**src/rtl/ila_chk_pkg.sv**
```systemverilog
// ila_chk_pkg: shared FSM state type and default parameter values for the ILA check sequencer.
// Latency: n/a (types and constants only).
// Backpressure: n/a.
package ila_chk_pkg;

    // Sequencer phases: one start cycle, the run window, then one of two terminal states.
    typedef enum logic [1:0] {
        S_START   = 2'd0,
        S_RUN     = 2'd1,
        S_DONE    = 2'd2,
        S_TIMEOUT = 2'd3
    } ila_chk_state_t;

    // Default configuration of a single-channel, single-instruction check.
    localparam int ILA_CHK_W            = 8;
    localparam int ILA_CHK_NCH          = 1;
    localparam int ILA_CHK_CNT_W        = 5;
    localparam int ILA_CHK_MAX_CYCLE    = 11;
    localparam int ILA_CHK_END_CYCLE    = 1;
    localparam int ILA_CHK_END_ON_READY = 0;
    localparam int ILA_CHK_NINST        = 1;

endpackage

```
**src/rtl/ila_chk_cmp.sv**
```systemverilog
// ila_chk_cmp: per-channel compare of spec vs implementation outputs, latched into sticky flags.
// Latency: flags update one cycle after a capture strobe; outputs come only from flops.
// Backpressure: none, captures whenever capture is high.
// Config: ILA_CHK_MISMATCH_VEC_EN keeps one sticky flag per channel; otherwise a single flag.
module ila_chk_cmp
    import ila_chk_pkg::*;
#(
    parameter int W   = ILA_CHK_W,
    parameter int NCH = ILA_CHK_NCH
) (
    input  logic           clk,
    input  logic           rst,
    input  logic           capture,
    input  logic [NCH*W-1:0] ila_out,
    input  logic [NCH*W-1:0] rtl_out,
    output logic           mismatch,
    output logic [NCH-1:0] mismatch_vec
);

    logic [NCH-1:0] diff;

    // Per-channel inequality of the two output buses.
    always_comb begin
        diff = '0;
        for (int i = 0; i < NCH; i++) begin
            diff[i] = (ila_out[i*W +: W] != rtl_out[i*W +: W]);
        end
    end

`ifdef ILA_CHK_MISMATCH_VEC_EN
    logic [NCH-1:0] vec_q;

    // Accumulate differing channels at each capture point; cleared only by reset.
    always_ff @(posedge clk) begin
        if (rst) begin
            vec_q <= '0;
        end else if (capture) begin
            vec_q <= vec_q | diff;
        end
    end

    assign mismatch_vec = vec_q;
    assign mismatch     = |vec_q;
`else
    logic mm_q;

    // Single sticky flag: any channel differing at any capture point.
    always_ff @(posedge clk) begin
        if (rst) begin
            mm_q <= 1'b0;
        end else if (capture) begin
            mm_q <= mm_q | (|diff);
        end
    end

    assign mismatch_vec = '0;
    assign mismatch     = mm_q;
`endif

endmodule

```
**src/rtl/ila_check_sequencer.sv**
```systemverilog
// ila_check_sequencer: sequences start/run/end phases of an ILA-vs-RTL check and flags mismatches.
// Latency: start/issue in the first cycle after reset; end/mismatch/timeout flags one cycle after the event.
// Backpressure: none; the run ends on a fixed cycle count or on rtl_ready, and times out at MAX_CYCLE.
// Config: ILA_CHK_MISMATCH_VEC_EN enables per-channel sticky mismatch flags on mismatch_vec.
module ila_check_sequencer
    import ila_chk_pkg::*;
#(
    parameter int W            = ILA_CHK_W,
    parameter int NCH          = ILA_CHK_NCH,
    parameter int CNT_W        = ILA_CHK_CNT_W,
    parameter int MAX_CYCLE    = ILA_CHK_MAX_CYCLE,
    parameter int END_CYCLE    = ILA_CHK_END_CYCLE,
    parameter int END_ON_READY = ILA_CHK_END_ON_READY,
    parameter int NINST        = ILA_CHK_NINST
) (
    input  logic                     clk,
    input  logic                     rst,
    input  logic                     ila_valid,
    input  logic                     rtl_ready,
    input  logic [NCH*W-1:0]         ila_out,
    input  logic [NCH*W-1:0]         rtl_out,
    output logic                     start,
    output logic                     issue,
    output logic                     started,
    output logic [CNT_W-1:0]         cycle_cnt,
    output logic [$clog2(NINST):0]   inst_idx,
    output logic                     edcond,
    output logic                     iend,
    output logic                     ended,
    output logic                     ended2,
    output logic                     reseted,
    output logic                     mismatch,
    output logic [NCH-1:0]           mismatch_vec,
    output logic                     timeout
);

    localparam int IDX_W = $clog2(NINST) + 1;

    ila_chk_state_t   state;
    logic             last_inst;
    logic             cnt_sat;
    logic [CNT_W-1:0] cnt_inc;

    assign last_inst = (inst_idx == IDX_W'(NINST - 1));
    assign cnt_sat   = (cycle_cnt == CNT_W'(MAX_CYCLE));
    assign cnt_inc   = cnt_sat ? cycle_cnt : cycle_cnt + 1'b1;

    // End-of-instruction detection: fixed cycle or RTL completion, only once the run has started.
    always_comb begin
        edcond = started && ((END_ON_READY != 0) ? rtl_ready
                                                 : (cycle_cnt == CNT_W'(END_CYCLE)));
        iend   = edcond && reseted && !ended && (state == S_RUN);
        issue  = start && ila_valid;
    end

    // Phase sequencer with registered status outputs; timeout only fires when no end coincides.
    always_ff @(posedge clk) begin
        if (rst) begin
            state     <= S_START;
            start     <= 1'b1;
            started   <= 1'b0;
            cycle_cnt <= '0;
            inst_idx  <= '0;
            ended     <= 1'b0;
            ended2    <= 1'b0;
            timeout   <= 1'b0;
        end else begin
            // A second end condition after the final end marks the run as double-ended.
            if (ended && edcond && !ended2) begin
                ended2 <= 1'b1;
            end
            case (state)
                S_START: begin
                    state     <= S_RUN;
                    start     <= 1'b0;
                    started   <= 1'b1;
                    cycle_cnt <= '0;
                end
                S_RUN: begin
                    if (iend) begin
                        if (!last_inst) begin
                            // Back-to-back instruction: new start pulse, counter rewinds.
                            state     <= S_START;
                            start     <= 1'b1;
                            inst_idx  <= inst_idx + 1'b1;
                            cycle_cnt <= '0;
                        end else begin
                            state     <= S_DONE;
                            ended     <= 1'b1;
                            cycle_cnt <= cnt_inc;
                        end
                    end else if (cnt_sat) begin
                        state   <= S_TIMEOUT;
                        timeout <= 1'b1;
                    end else begin
                        cycle_cnt <= cnt_inc;
                    end
                end
                S_DONE: begin
                    cycle_cnt <= cnt_inc;
                end
                S_TIMEOUT: begin
                    // Terminal until reset; counter stays at its saturated value.
                    state <= S_TIMEOUT;
                end
            endcase
        end
    end

    // Records that a reset has been seen; never cleared afterwards.
    always_ff @(posedge clk) begin
        if (rst) begin
            reseted <= 1'b1;
        end
    end

    ila_chk_cmp #(
        .W   (W),
        .NCH (NCH)
    ) u_cmp (
        .clk          (clk),
        .rst          (rst),
        .capture      (iend),
        .ila_out      (ila_out),
        .rtl_out      (rtl_out),
        .mismatch     (mismatch),
        .mismatch_vec (mismatch_vec)
    );

endmodule

```
**config.mk**
```make
export PLATFORM = sky130hd
export DESIGN_NAME = ila_check_sequencer
export DESIGN_NICKNAME = d
export VERILOG_FILES = /design/src/rtl/ila_chk_pkg.sv /design/src/rtl/ila_chk_cmp.sv /design/src/rtl/ila_check_sequencer.sv
export SDC_FILE = /design/constraint.sdc
export NUM_CORES = 1
export LEC_CHECK = 0
export ABC_AREA = 1
export BUFFER_PORTS_ARGS = -buffer_cell sky130_fd_sc_hd__buf_2
export CELL_PAD_IN_SITES_DETAIL_PLACEMENT = 0
export CELL_PAD_IN_SITES_GLOBAL_PLACEMENT = 1
export CORE_MARGIN = 3
export CORE_UTILIZATION = 34
export CTS_CLUSTER_SIZE = 28
export DETAILED_ROUTE_END_ITERATION = 8
export PLACE_DENSITY = 0.88
export SETUP_SLACK_MARGIN = 0.3
export SYNTH_ARGS = -nofsm -noshare
export SYNTH_HDL_FRONTEND = slang
export SYNTH_SLANG_ARGS = --single-unit
export TNS_END_PERCENT = 50
```
**constraint.sdc**
```tcl
create_clock -name clk -period 2 [get_ports clk]
set_input_delay 0.3 -clock clk [delete_from_list [all_inputs] [get_ports clk]]
set_output_delay 0.3 -clock clk [all_outputs]
set_load 0.02 [all_outputs]
```
==> metrics.yaml <==
ant_nets: 0
synth_edf_count: 0
hpwlAfterDp_um: 1450
yosys-top-cells-count: "inv_1 (27), nand2_1 (26), nor2_1 (16)"
cts_root_buf: "clkbuf_4"
hold_depth: 2
min_path_type: "in -> reg"
fin_cells: 202
fin_ws_ns: 0.331
crit_type: "reg -> out"
cts_buffer_depth: 2
rr_worst_depth: 13
drt_iter0_drc: 20
vias: 887
run_status: "finished clean"
clkTransAtPathRegs_ns: 0.08
gr-total-overflow: 0
grt_pass1_vias: 774
layout.nets: 203
ys_seq_area_share_pct: 29.1
wl_per_cell_um: 9.68
path_max_fanout: 7
drv_slew: 0
synth_top_area_cell: "dfxtp_1"
initial_core_util_pct: 37.9
leakagePower_nw: 0.650
cts_hold_buffers: 0
insertion_delay_ns: 0.28
antenna_found_initial: 0
power_density_nw_per_um2: 679
arrival_ns: 1.37
fin_crit_ns: 1.67
route.detailed.drc: 0
rsz0062_at_grt: "yes"
synth_cells: 133
core.rowCount: 17
cts_inserted_buffers: 3
stdcell_area_um2: 1200
async_flop_share_pct: 0
pre_cts_ws_ns: 0.455
fin_tns_setup_ns: 0
clock.fmax_ghz: 0.599
maxCapViolations: 0
synth_cell_types: 21
grt.total_usage_pct: 12.6
grt_max_degree: 10
end_kind: "output port"
io_pins: 37
setup-violations-final: 0
synthTopCellsByArea: "dfxtp_1 (29%), inv_1 (11%), ha_1 (11%)"
grt_first_pass_wirelength_um: 3240
placed_cell_area_um2: 1070
core_area_um2: 2360
hold_viol_final: 0
placed_cells: 190
post-route-period-util_pct: 83.4
die_h_um: 57.3
ys_warn_count: 0
wirelength_um: 1960
cts.sinks: 13
antennaDiodeCount: 0
finClkSkew_ns: 0.00366
die_area_um2: 3280
vdd_drop_max_mv: 0.492
gp_congestion: 0.737
critPathRequiredTime_ns: 1.70
port_buffers: 32
syn-cell-area_um2: 895
cts_tree: "built"
cts.htree.levels: 1
ys.flop_type: "dfxtp_1"
drive_gt1_share_pct: 35.1
synth.top_cell.area_share_pct: 29.1
dr.pass1.iters: 4
die_width_um: 57.3
worst_setup_path_start_kind: "register"
ys_seq_elements: 13
yosys.cell_count.top_type: "inv_1"
routed_via_density: 4.39
avgSynthCellArea_um2: 6.73
holdWs_ns: 0.297
area_growth_pct: 34.3
## placed cells by master (no fill, tap or decap), drive strengths merged, types with 3 or more instances in the layout
master  Yosys  routed
buf         3      40
inv        28      28
nand4       4       4
xnor2       4       4
conb        2       3
o21ai       5       5
ha          8       8
dfxtp      13      13
nor2       18      18
a21oi      12      12
nand2      28      28
clkbuf      1       4
nand3       5       5
## metal layers
metal	GRT usage (%)	routed length [um]	vias to the layer above
met1	15.1	860	382
met3	4.75	123	2
met2	21.0	955	23
li1	-	-	480
met4	3.31	17	0
met5	0	0	-
## stage by stage
step           utilization, %  total power [mW]
3_5_place_dp             45.2             0.597
3_3_place_gp             45.2             0.588
5_1_grt                  50.9             0.887
2_1_floorplan               -             0.521
6_report                 50.9             0.815
4_1_cts                  49.7             0.808
## final timing paths
kind,from,to,slack (ns)
worst min register to register,timeout,timeout,0.45
worst min-delay path,rst,cycle_cnt[3],0.30
worst max register to register,cycle_cnt[1],state[0],0.38
worst max-delay path,state[1],iend,0.33
## state kept, by name, indices dropped and copies added, names as in the netlist
signal and count:
ended 1, cycle_cnt 5, timeout 1, u_cmp.mismatch 1, started 1, start 1
state 2, ended2 1
## where the power goes
part / switching (mW) / internal, mW / total [mW]
Combinational: 0.192 / 0.138 / 0.330
Clock: 0.0880 / 0.0774 / 0.165
Sequential: 0.0300 / 0.289 / 0.319
## timing repair
item / 4_1_cts / 5_1_grt
gates resized for setup: 8 / 6
pin swaps: 2 / 4
setup endpoints to repair: 1 / 3
gates cloned: 0 / 0
buffers inserted: 7 / 1
## final cells by class
cell class	count	area, um^2
Fill cell	239	1160
Multi-Input combinational cell	89	543
Sequential cell	13	265
Timing Repair Buffer	40	226
Inverter	28	105
Tap cell	28	35.0
Clock buffer	4	26.3
## worst max-delay path, cell delays in order, from the launching register on
cell and delay [ns]:
dfxtp_1 0.35, inv_1 0.18, ha_4 0.22, inv_1 0.06, nor2_2 0.14, buf_6 0.14
## kinds of logic after synthesis
kind of cell | synth area share, %
compound gates | 11.6
xor+xnor | 4.89
fa+ha+maj | 11.2
buf+inv | 14.7
flops | 29.1
other cells | 0.839
simple gates | 27.7
No activity file was read; power rests on OpenSTA's default activity.
